File: config.mk
export PLATFORM = sky130hd
export DESIGN_NAME = alu_bist_driver
export DESIGN_NICKNAME = d
export VERILOG_FILES = /design/src/rtl/alu_pkg.sv /design/src/rtl/alu_bist_vector_rom.sv /design/src/rtl/alu_bist_driver.sv
export SDC_FILE = /design/constraint.sdc
export NUM_CORES = 1
export LEC_CHECK = 0
export ABC_AREA = 1
export BUFFER_PORTS_ARGS = -buffer_cell sky130_fd_sc_hd__clkbuf_2
export CORE_UTILIZATION = 48
export DETAILED_ROUTE_END_ITERATION = 7
export MAX_ROUTING_LAYER = met4
export PLACE_DENSITY = 0.75
export SETUP_SLACK_MARGIN = 0.05
export SYNTH_ARGS = -nofsm -noshare
export SYNTH_HDL_FRONTEND = slang
export SYNTH_HIERARCHICAL = 1
export SYNTH_SLANG_ARGS = --single-unit
File: constraint.sdc
create_clock -name Clk -period 2.65 [get_ports Clk]
set_input_delay 0.1325 -clock Clk [delete_from_list [all_inputs] [get_ports Clk]]
set_output_delay 0.1325 -clock Clk [all_outputs]
set_load 0.01 [all_outputs]
File: src/rtl/alu_pkg.sv
// Shared ALU definitions: operation codes, self-test vector record, BIST FSM states.
// No ports; imported by the BIST driver and its vector ROM.
package alu_pkg;

  localparam int unsigned ALU_CTRL_W = 5;
  localparam int unsigned DATA_W     = 32;

  // ALU operation select codes
  typedef enum logic [ALU_CTRL_W-1:0] {
    ALU_ADD   = 5'd0,
    ALU_SUB   = 5'd1,
    ALU_AND   = 5'd2,
    ALU_OR    = 5'd3,
    ALU_XOR   = 5'd4,
    ALU_NOR   = 5'd5,
    ALU_SLL   = 5'd6,
    ALU_SRL   = 5'd7,
    ALU_SRA   = 5'd8,
    ALU_SLT   = 5'd9,
    ALU_SLTU  = 5'd10,
    ALU_NAND  = 5'd11,
    ALU_XNOR  = 5'd12,
    ALU_ANDN  = 5'd13,
    ALU_ORN   = 5'd14,
    ALU_MUL   = 5'd15,
    ALU_PASSA = 5'd16
  } alu_op_t;

  // One self-test vector: stimulus plus expected ALU response
  typedef struct packed {
    logic [ALU_CTRL_W-1:0] ctrl;
    logic [DATA_W-1:0]     a;
    logic [DATA_W-1:0]     b;
    logic [DATA_W-1:0]     exp_result;
    logic                  exp_zero;
  } alu_vec_t;

  // BIST sequencer states
  typedef enum logic [2:0] {
    BIST_IDLE   = 3'd0,
    BIST_LOAD   = 3'd1,
    BIST_SETTLE = 3'd2,
    BIST_CHECK  = 3'd3,
    BIST_DONE   = 3'd4
  } bist_state_t;

  // Build a vector record from its fields
  function automatic alu_vec_t mk_vec(input alu_op_t          op,
                                      input logic [DATA_W-1:0] a,
                                      input logic [DATA_W-1:0] b,
                                      input logic [DATA_W-1:0] exp_result,
                                      input logic              exp_zero);
    alu_vec_t v;
    v.ctrl       = ALU_CTRL_W'(op);
    v.a          = a;
    v.b          = b;
    v.exp_result = exp_result;
    v.exp_zero   = exp_zero;
    return v;
  endfunction

endpackage

File: src/rtl/alu_bist_vector_rom.sv
// Combinational self-test vector table for the ALU BIST driver.
// Ports:
//   idx   - vector index
//   vec_c - vector record at idx (all zero for indices past the table)
module alu_bist_vector_rom
  import alu_pkg::*;
#(
  parameter int unsigned IDX_W = 5
) (
  input  logic [IDX_W-1:0] idx,
  output alu_vec_t         vec_c
);

  // Index -> vector lookup; entry 2 is the only subtract vector
  always_comb begin
    vec_c = '0;
    case (32'(idx))
      32'd0:  vec_c = mk_vec(ALU_ADD,   32'd15,        32'd15,        32'd30,        1'b0);
      32'd1:  vec_c = mk_vec(ALU_ADD,   32'd65,        32'd33,        32'd98,        1'b0);
      32'd2:  vec_c = mk_vec(ALU_SUB,   32'd100,       32'd100,       32'd0,         1'b1);
      32'd3:  vec_c = mk_vec(ALU_ANDN,  32'hFF00_FF00, 32'h0F0F_0F0F, 32'hF000_F000, 1'b0);
      32'd4:  vec_c = mk_vec(ALU_AND,   32'hF0F0_F0F0, 32'h0F0F_0F0F, 32'h0000_0000, 1'b1);
      32'd5:  vec_c = mk_vec(ALU_OR,    32'h1234_0000, 32'h0000_5678, 32'h1234_5678, 1'b0);
      32'd6:  vec_c = mk_vec(ALU_XOR,   32'hAAAA_AAAA, 32'hFFFF_FFFF, 32'h5555_5555, 1'b0);
      32'd7:  vec_c = mk_vec(ALU_NOR,   32'h0000_0000, 32'h0000_0000, 32'hFFFF_FFFF, 1'b0);
      32'd8:  vec_c = mk_vec(ALU_SLL,   32'h0000_0001, 32'd31,        32'h8000_0000, 1'b0);
      32'd9:  vec_c = mk_vec(ALU_SRL,   32'h8000_0000, 32'd31,        32'h0000_0001, 1'b0);
      32'd10: vec_c = mk_vec(ALU_SRA,   32'h8000_0000, 32'd4,         32'hF800_0000, 1'b0);
      32'd11: vec_c = mk_vec(ALU_SLT,   32'hFFFF_FFFF, 32'd1,         32'd1,         1'b0);
      32'd12: vec_c = mk_vec(ALU_SLTU,  32'hFFFF_FFFF, 32'd1,         32'd0,         1'b1);
      32'd13: vec_c = mk_vec(ALU_NAND,  32'hFFFF_FFFF, 32'hFFFF_FFFF, 32'h0000_0000, 1'b1);
      32'd14: vec_c = mk_vec(ALU_XNOR,  32'h0000_FFFF, 32'h0000_FFFF, 32'hFFFF_FFFF, 1'b0);
      32'd15: vec_c = mk_vec(ALU_MUL,   32'h0001_0000, 32'h0001_0000, 32'h0000_0000, 1'b1);
      32'd16: vec_c = mk_vec(ALU_PASSA, 32'hDEAD_BEEF, 32'h0000_0000, 32'hDEAD_BEEF, 1'b0);
      default: vec_c = '0;
    endcase
  end

endmodule

File: src/rtl/alu_bist_driver.sv
// Sequential self-test initiator for the 32-bit ALU datapath. Walks the vector
// ROM, drives each vector into the ALU, waits SETTLE_CYCLES, then compares the
// ALU response and tallies failures.
// Ports:
//   Clk, Reset     - clock (rising edge), synchronous active-high reset
//   Start          - one-cycle pulse, starts a run from IDLE or DONE
//   ALUControl/A/B - operation and operands driven to the ALU
//   ALUResult/Zero - ALU response
//   Busy/Done/Pass - run status; Pass valid while Done
//   FailCount      - mismatching vectors in the last run (saturating)
//   FirstFailValid/FirstFailIdx - first mismatching vector of the run
module alu_bist_driver
  import alu_pkg::*;
#(
  parameter int unsigned NUM_VECTORS   = 17,
  parameter int unsigned IDX_W         = 5,
  parameter int unsigned SETTLE_CYCLES = 1
) (
  input  logic                  Clk,
  input  logic                  Reset,
  input  logic                  Start,
  output logic [ALU_CTRL_W-1:0] ALUControl,
  output logic [DATA_W-1:0]     A,
  output logic [DATA_W-1:0]     B,
  input  logic [DATA_W-1:0]     ALUResult,
  input  logic                  Zero,
  output logic                  Busy,
  output logic                  Done,
  output logic                  Pass,
  output logic [IDX_W:0]        FailCount,
  output logic                  FirstFailValid,
  output logic [IDX_W-1:0]      FirstFailIdx
);

  localparam int unsigned FAIL_W = IDX_W + 1;
  localparam int unsigned CNT_W  = (SETTLE_CYCLES > 1) ? $clog2(SETTLE_CYCLES) : 1;
  localparam logic [IDX_W-1:0]  LAST_IDX  = IDX_W'(NUM_VECTORS - 1);
  localparam logic [FAIL_W-1:0] FAIL_MAX  = {FAIL_W{1'b1}};
  localparam logic [CNT_W-1:0]  SETTLE_LD = CNT_W'(SETTLE_CYCLES - 1);

  bist_state_t           state, state_d;
  logic [IDX_W-1:0]      idx, idx_d;
  logic [CNT_W-1:0]      cnt, cnt_d;
  logic [ALU_CTRL_W-1:0] ctrl_d;
  logic [DATA_W-1:0]     a_d, b_d;
  logic [FAIL_W-1:0]     fail_d;
  logic                  ffv_d;
  logic [IDX_W-1:0]      ffi_d;
  logic                  busy_d, done_d, pass_d;
  alu_vec_t              vec_c;
  logic                  mismatch_c;

  alu_bist_vector_rom #(
    .IDX_W (IDX_W)
  ) u_rom (
    .idx   (idx),
    .vec_c (vec_c)
  );

  // Result and flag are judged independently; any difference fails the vector
  assign mismatch_c = (ALUResult != vec_c.exp_result) || (Zero != vec_c.exp_zero);

  // State and output registers
  always_ff @(posedge Clk) begin
    if (Reset) begin
      state          <= BIST_IDLE;
      idx            <= '0;
      cnt            <= '0;
      ALUControl     <= '0;
      A              <= '0;
      B              <= '0;
      Busy           <= 1'b0;
      Done           <= 1'b0;
      Pass           <= 1'b0;
      FailCount      <= '0;
      FirstFailValid <= 1'b0;
      FirstFailIdx   <= '0;
    end else begin
      state          <= state_d;
      idx            <= idx_d;
      cnt            <= cnt_d;
      ALUControl     <= ctrl_d;
      A              <= a_d;
      B              <= b_d;
      Busy           <= busy_d;
      Done           <= done_d;
      Pass           <= pass_d;
      FailCount      <= fail_d;
      FirstFailValid <= ffv_d;
      FirstFailIdx   <= ffi_d;
    end
  end

  // Next-state and next-output logic
  always_comb begin
    state_d = state;
    idx_d   = idx;
    cnt_d   = cnt;
    ctrl_d  = ALUControl;
    a_d     = A;
    b_d     = B;
    fail_d  = FailCount;
    ffv_d   = FirstFailValid;
    ffi_d   = FirstFailIdx;
    done_d  = 1'b0;
    pass_d  = 1'b0;

    case (state)
      BIST_IDLE: begin
        if (Start) begin
          state_d = BIST_LOAD;
          idx_d   = '0;
          fail_d  = '0;
          ffv_d   = 1'b0;
          ffi_d   = '0;
        end
      end

      BIST_LOAD: begin
        ctrl_d  = vec_c.ctrl;
        a_d     = vec_c.a;
        b_d     = vec_c.b;
        cnt_d   = SETTLE_LD;
        state_d = BIST_SETTLE;
      end

      BIST_SETTLE: begin
        if (cnt == '0) begin
          state_d = BIST_CHECK;
        end else begin
          cnt_d = cnt - CNT_W'(1);
        end
      end

      BIST_CHECK: begin
        if (mismatch_c) begin
          if (FailCount != FAIL_MAX) begin
            fail_d = FailCount + FAIL_W'(1);
          end
          if (!FirstFailValid) begin
            ffv_d = 1'b1;
            ffi_d = idx;
          end
        end
        if (idx == LAST_IDX) begin
          state_d = BIST_DONE;
        end else begin
          idx_d   = idx + IDX_W'(1);
          state_d = BIST_LOAD;
        end
      end

      BIST_DONE: begin
        // Operands keep the last vector; a Start begins a fresh run
        if (Start) begin
          state_d = BIST_LOAD;
          idx_d   = '0;
          fail_d  = '0;
          ffv_d   = 1'b0;
          ffi_d   = '0;
        end else begin
          done_d = 1'b1;
          pass_d = (FailCount == '0);
        end
      end

      default: state_d = BIST_IDLE;
    endcase

    busy_d = (state_d == BIST_LOAD) || (state_d == BIST_SETTLE) || (state_d == BIST_CHECK);
  end

endmodule

* Word level (Yosys, flattened, before mapping)
Memories as Yosys holds them, arrays and structs flattened. A register that Yosys moved wholly into a read port is not among the register bits.
Cells that the tools add are included.
** Storage, ports and cells
- Bits in read-only memories :: 3264
- Memories :: 1
- Flip-flop bits (word level) :: 93
- Bits of input ports :: 36
- Output and inout bits :: 84
** Operators by class
- Mux-type cells :: 22
- Reduce and logical (&&, ||, !) cells :: 14
- Bitwise operators :: 1
- Add/subtract/negate cells :: 3
- Equality and inequality tests :: 16
** Memory list
- (no name shown) :: words 32, width 102, rd ports 1, clocked after memory_dff 1, write ports 0, RTL line alu_bist_vector_rom.sv:17 : case (32'(idx))
** Operators with widths (number)
- $ne 32x32->1 :: 1
- $mux 5 :: 6
- $pmux 5 s2 :: 2
- $mux 6 :: 3
- $eq 3x2->1 const B :: 4
- $pmux 3 s4 :: 1
- $pmux 6 s2 :: 1
- $mux 3 :: 3
- $ne 2x2->1 const B :: 4
- $reduce_and 4->1 :: 2
- $add 6x1->6 const B :: 1
- $eq 3x1->1 const B :: 2
- $logic_not 6->1 :: 1
- $ne 6x6->1 const B :: 1
- $reduce_and 3->1 :: 2
- $add 5x1->5 const B :: 1
- $eq 5x5->1 const B :: 1
- $mux 1 :: 4
- $pmux 1 s2 :: 2
- $reduce_bool 2->1 :: 2
- $reduce_or 2->1 :: 2
- $eq 3x3->1 const B :: 1
- $logic_not 3->1 :: 1
- $logic_or 1x1->1 :: 3
- other kinds (5) :: 5

* Depth between registers and ports, before layout
Gate-level depths: netlist of run 1.
- Depth in word-level cells :: 6
- Gate-level depth with buffers :: 21
- Gate-level depth less buffers :: 20

* Hierarchy
The synthesis of run 1 kept the hierarchy.
** By module, submodules not included
- alu_bist_driver :: cells each 552, area an instance 4045.1 µm², instances 1, seq. area each 1841.8 µm²
- alu_bist_vector_rom :: cells each 260, area an instance 1426.4 µm², instances 1, seq. area each 0.0 µm²

* Least setup slack after synthesis of run 1
No wires, ideal clock.
- Path type :: register to register
- From :: register idx[1] (netlist name)
- To :: register FailCount[4]
- Slack :: 0.151 ns
- Cell stages (with the launch flop) :: 19
- Library setup time :: 0.114 ns
- Data arrival time :: 2.385 ns
- Cell sequence :: dfxtp_1 inv_1 ha_1 nand3_2 buf_2 nand2_1 buf_4 inv_1 nand2_1 nand2_1 nand2_1 nor2_1 nand2_1 nor2_1 nand3_2 nand3_1 nand2_1 nand2_1 nor2_1
** RTL lines
- to (signal assigned) :: RTL line alu_bist_driver.sv:88 : FailCount <= fail_d;
- to (decl) :: RTL line alu_bist_driver.sv:30 : output logic [IDX_W:0] FailCount,

==> impl_metrics.toml, run 1 <==
[timing]
grt_setup_unrepaired = "false"
tns_ns = 0
worst_pin_slew_ns = 0.7934
fin_skew_ns = 0.006018
fin_crit_ns = 2.362
finalSetupViolations = 0
max_clock_freq_mhz = 423.3
slew_violations = 0
finalHoldViolCount = 0
finalCritPeriodShare_pct = 89.14
slew_headroom_pct = 47.10

[clock_tree]
clock_path_buffers = 2
clk_pin_slew_ns = 0.07
htreeDepth = 3
cts_root_buf = "clkbuf_16"
cts_tree = "yes"
cts-hold-fix-buffers = 0
cts_sinks = 92
numCtsBuffers = 9
clk_latency_ns = 0.35

[final_layout]
drive_above_1_share_pct = 23.33
syn_to_final_growth_pct = 16.78
utilization_pct = 58.18
final_area_um2 = 6390
nNetsFinal = 947
stdcell_count = 1040
diodes = 0

[worst_setup_path]
r2r-start = "idx[1]$_SDFFE_PP0P_"
critPathBufInv = 2
critPathKind = "reg -> reg"
path_max_fanout = 7
endpoint_kind = "register"
slowest_stage = "dfxtp_2"
crit_family = "simple AND/OR/NAND/NOR gates"
cp-startpoint = "idx[1]$_SDFFE_PP0P_"
crit_path_frequent_cell = "a21oi_1"
crit_arrival_ns = 2.64
critical_path.max_stage_delay_ns = 0.42
required_ns = 2.92
cp-start-kind = "register"
crit_path_cell_trace = "inv_1 -> ha_1 -> a21oi_1 -> a21oi_1 -> xor2_1 -> nor2_1 -> nand3_1 -> nor2_2 -> nand3_4 -> buf_6 -> nand2_1 -> nand2_1 -> a21oi_1"

[global_route]
antenna_found_initial = 0
gr-usage-all-layers_pct = 26.48
first_global_vias = 4940
grt_pass1_wl_mm = 24.09
gr-total-overflow = 0
grt_max_degree = 79

[placed_design]
dp_cells = 1021
port_buffers = 119
hpwlAfterDp_mm = 10.62
placed_cell_area_um2 = 6010
gp_congestion = 0.9777

[synthesis]
synth_top_area_share_pct = 33.66
async_flop_share_pct = 0
synthTopCellsByArea = "dfxtp_1, nand2_1, nand3_1"
ys_warn_count = 6
syn_avg_cell_area_um2 = 6.738
synth_cell_type_count = 37
synth_fp_nets = 864
synth.largest_area_cell = "dfxtp_1"
synth_seq_cells = 92
ys_seq_area_share_pct = 33.66
ys.flop_type = "dfxtp_1"
netlist_instances = 812
synth-edff-count = 0
syn_area_um2 = 5471

[floorplanning]
std_cell_rows = 38
die_w_um = 108.8
start_util_pct = 49.82
io_pins = 120
coreArea_um2 = 10980
dieArea_um2 = 11830
die-height_um = 108.8

[route]
avgRoutedWirePerCell_um = 14.39
first_pass_iters = 6
drt_iter0_drc = 470
wirelength_mm = 14.96
viasPerCell = 5.277
route.detailed.drc = 0
ant_nets = 0
num_vias = 5488

[pwr]
cellPowerDensity_nw_per_um2 = 551.4
p_leak_nw = 3.016
vdd_ir_drop_max_v = 0.0004307
power_mw = 3.524

[worst_hold_path]
hold_path.startpoint = "Start"
min_path_type = "in -> reg"

[status]
status = "finished clean"

[job]
cap_violations = 0
## worst reg2reg max path, cell delays in order (launching register included)
cell and delay (ns):
dfxtp_2 0.42, inv_1 0.10, ha_1 0.29, a21oi_1 0.30
a21oi_1 0.11, xor2_1 0.17, nor2_1 0.09, nand3_1 0.13
nor2_2 0.15, nand3_4 0.15, buf_6 0.17, nand2_1 0.05
nand2_1 0.05, a21oi_1 0.12
## cells in the final DEF (no fill, tap or decap), types with 9 or more instances in the layout
cell       instances
nand2_1          201
clkbuf_2         119
nand3_1          115
dfxtp_1           89
a21oi_1           88
inv_1             53
nor2_1            52
buf_4             27
xnor2_1           22
ha_1              15
nand4_1           14
nand2_2           12
o21ai_0           11
nor2_2             9
clkbuf_16          9
## worst paths after layout
path / cells after the start / to / slack, ns
worst min-delay path: 4 / idx[4]$_SDFFE_PP0P_ / 0.18
worst max register to register: 13 / FirstFailValid$_SDFFE_PP0P_ / 0.29
worst max-delay path: 13 / FirstFailValid$_SDFFE_PP0P_ / 0.29
worst min register to register: 2 / B[24]$_SDFFE_PP0P_ / 0.46
## through the flow
stage | setup WS (ns) | hold WS [ns]
final | 0.2877 | 0.1835
after global routing | 0.05901 | 0.2059
after CTS | 0.07913 | 0.1908
after detailed placement | 0.05026 | 0.4537
after global placement | 0.03474 | 0.4498
after floorplan | 0.1513 | 0.3755
## cells in the mapped netlist (5+ instances only)
cell type,number
nor2_1,56
buf_2,9
a21oi_1,88
buf_4,37
o21ai_1,6
nor3_1,5
nand2_1,203
o21ai_0,11
clkbuf_1,28
nand4_1,14
nand3_1,116
nor2_2,6
inv_1,54
ha_1,16
xor2_1,5
dfxtp_1,92
xnor2_1,22
nand2_2,10
## per-layer routing
metal | share of wire, % | track usage [%]
met3 | 6.7 | 4.543
met5 | 0 | -
met1 | 47 | 36.37
met4 | 0.83 | 6.274
met2 | 45 | 40.37
## cells by family (layout without fill, tap and decap cells)
group | count (synthesis) | in the layout | synth area share, %
DFF | 92 | 92 | 33.66
AOI/OAI and AO/OA | 117 | 117 | 11.32
and+or+nand+nor | 424 | 424 | 34.55
buffers and inverters | 136 | 224 | 12.49
xor gates and xnor gates | 27 | 27 | 4.322
adders and majority gates | 16 | 16 | 3.659
## final cells by class
class | count | area, µm²
fillers | 1091 | 4593
clock buffers | 11 | 242.7
clock inverters | 5 | 60.06
inverters | 58 | 217.7
multi-input cells | 584 | 3003
flip-flops and latches | 92 | 1846
repair buffers | 150 | 845.8
well taps | 140 | 175.2
## state kept, by name, indices dropped and copies added (netlist names), 3 cells and up
name,flops
A,32
B,32
FailCount,6
ALUControl,5
FirstFailIdx,5
idx,5
state,3
## power breakdown
part / switching (mW) / internal, mW
logic: 0.464 / 0.260
registers: 0.0428 / 1.44
clock network: 0.557 / 0.761
total: 1.06 / 2.46
## what timing repair did
| action | CTS | global route |
|---|---|---|
| pin swaps | 0 | 3 |
| gates cloned | 0 | 1 |
| resized for setup | 1 | 15 |
| setup endpoints to repair | 4 | 12 |
| buffers inserted | 0 | 2 |
(Power assumes the default switching activity.)
==> inputs of run 2 (changes only) <==
Settings changed: BUFFER_PORTS_ARGS -buffer_cell sky130_fd_sc_hd__clkbuf_2 to -buffer_cell sky130_fd_sc_hd__buf_2, GPL_TIMING_DRIVEN set to 0, SKIP_LAST_GASP set to 1.
==> impl_metrics.toml, run 2 (same netlist as run 1, synthesis figures left out) <==
[status]
status = "finished clean"

[worst_setup_path]
critical_path.max_stage_delay_ns = 0.40
rr_worst_depth = 20
r2r-start = "idx[0]$_SDFFE_PP0P_"
crit_family = "simple AND/OR/NAND/NOR gates"
worstReg2RegEnd = "FirstFailIdx[1]$_SDFFE_PP0P_"
crit_path_cell_trace = "clkinvlp_4 -> ha_4 -> nand2_4 -> inv_4 -> nand2_8 -> nand2_4 -> nand2_4 -> nand2_4 -> buf_4 -> inv_1 -> nand2_1 -> nand2_1 -> nand2_1 -> nor2_1 -> nand2_1 -> nor2_4 -> nand3_4 -> buf_6 -> nand3b_1 -> a21oi_1"
cp-start-kind = "register"
slowest_stage = "dfxtp_4"
critPathBufInv = 5
path_max_fanout = 5
endpoint_kind = "register"
required_ns = 2.86
regToRegSetupSlack_ns = 0.17
critPathKind = "reg -> reg"
crit_arrival_ns = 2.69

[pwr]
cellPowerDensity_nw_per_um2 = 525.3
vdd_ir_drop_max_v = 0.0003635
p_leak_nw = 3.337

[timing]
finalHoldViolCount = 0
tns_ns = 0
finalCritPeriodShare_pct = 93.72
max_clock_freq_mhz = 402.6
fin_skew_ns = 0.005808
slew_headroom_pct = 55.95
slew_violations = 0
worst_pin_slew_ns = 0.6583
fin_hold_ws_ns = 0.1869
finalSetupViolations = 0
fin_crit_ns = 2.484

[placed_design]
hpwlAfterDp_mm = 11.91
gp_congestion = 0.9699
port_buffers = 118

[global_route]
antenna_found_initial = 0
grt_pass1_wl_mm = 26.28
grt_max_degree = 16
gr-usage-all-layers_pct = 29.59
gr-total-overflow = 0
first_global_vias = 5332

[floorplanning]
die_w_um = 108.8
start_util_pct = 49.82
coreArea_um2 = 10980
io_pins = 120
std_cell_rows = 38
die-height_um = 108.8
dieArea_um2 = 11830

[final_layout]
nNetsFinal = 1011
syn_to_final_growth_pct = 26.98
mostFrequentLayoutCells = "nand2_1, buf_2, nand3_1, a21oi_1, dfxtp_1"
diodes = 0
final_common_cell = "nand2_1"
largest_registers = "A: 32 flops, B: 32 flops, FailCount: 6 flops"
drive_above_1_share_pct = 27.59

[route]
viasPerCell = 5.348
drt_iter0_drc = 628
num_vias = 5904
route.detailed.drc = 0
ant_nets = 0
first_pass_iters = 6
wirelength_mm = 16.50
avgRoutedWirePerCell_um = 14.95

[clock_tree]
htreeDepth = 3
clk_pin_slew_ns = 0.06
cts-hold-fix-buffers = 0
numCtsBuffers = 9
cts_sinks = 92
cts_tree = "yes"
clock_path_buffers = 2
clk_latency_ns = 0.34
cts_root_buf = "clkbuf_16"

[job]
cap_violations = 0

[worst_hold_path]
min_path_type = "in -> reg"
hold_path.startpoint = "Start"
min_to = "idx[4]$_SDFFE_PP0P_"
hold_depth = 4
run 2: cell count changes in the layout (fill, tap and decap cells not counted), sizes merged:
cell      previous run  this run
buf                 31       185
clkinv               3         4
clkbuf             130        40
clkinvlp             1         3
inv                 58        55
run 2: power breakdown:
group | internal (mW) | switching (mW)
clock | 0.784 | 0.553
sequential | 1.44 | 0.0450
combinational | 0.326 | 0.503
run 2: stage by stage:
stage,cell area [µm²],instances,utilization [%],setup slack [ns],power (mW)
6_report,6948,1104,63.26,0.1664,3.650
5_1_grt,6948,1104,63.26,-0.03506,3.816
4_1_cts,6664,1095,60.67,0.05388,3.584
3_5_place_dp,6237,1070,56.79,-0.6950,2.218
3_3_place_gp,6237,1070,56.79,-0.7283,2.216
2_1_floorplan,5472,812,-,0.1513,2.003
run 2: worst max path at each step:
stage                                   start                      endpoint  slack [ns]  cells past startpoint
final                     idx[0]$_SDFFE_PP0P_  FirstFailIdx[1]$_SDFFE_PP0P_        0.17                     20
after global routing      idx[0]$_SDFFE_PP0P_  FirstFailIdx[3]$_SDFFE_PP0P_       -0.04                     21
after CTS                 idx[0]$_SDFFE_PP0P_  FirstFailIdx[1]$_SDFFE_PP0P_        0.05                     18
after detailed placement  idx[1]$_SDFFE_PP0P_     FailCount[4]$_SDFFE_PP0P_       -0.70                     18
after global placement    idx[0]$_SDFFE_PP0P_     FailCount[4]$_SDFFE_PP0P_       -0.73                     18
after floorplan           idx[1]$_SDFFE_PP0P_     FailCount[4]$_SDFFE_PP0P_        0.15                     18
run 2: final cells by class:
type,count,area [µm²]
fillers,1040,4035
multi-input cells,584,3147
flip-flops and latches,92,1856
repair buffers,138,760.7
plain buffers,76,469.2
clock buffers,11,252.7
inverters,58,227.7
well taps,140,175.2
clock inverters,5,60.06
run 2: repair_timing:
action / CTS / global route
cloned: 0 / 1
gates resized for setup: 15 / 52
setup endpoints to repair: 12 / 12
pin swaps: 1 / 27
setup buffers: 9 / 10
run 2: tightest hold or removal path: stages:
cell	delay [ns]
buf_2	0.10
nand2_1	0.08
nand2_1	0.12
nor2_1	0.06
run 2: per-layer routing:
| layer | up-vias | global-route usage, % | share of wire [%] | routed length, µm |
|---|---|---|---|---|
| li1 | 2920 | - | - | - |
| met1 | 2677 | 38.03 | 45 | 7451 |
| met2 | 256 | 44.80 | 44 | 7204 |
| met3 | 51 | 8.010 | 8.5 | 1400 |
| met4 | 0 | 9.846 | 2.7 | 443 |
| met5 | - | - | 0 | 0 |
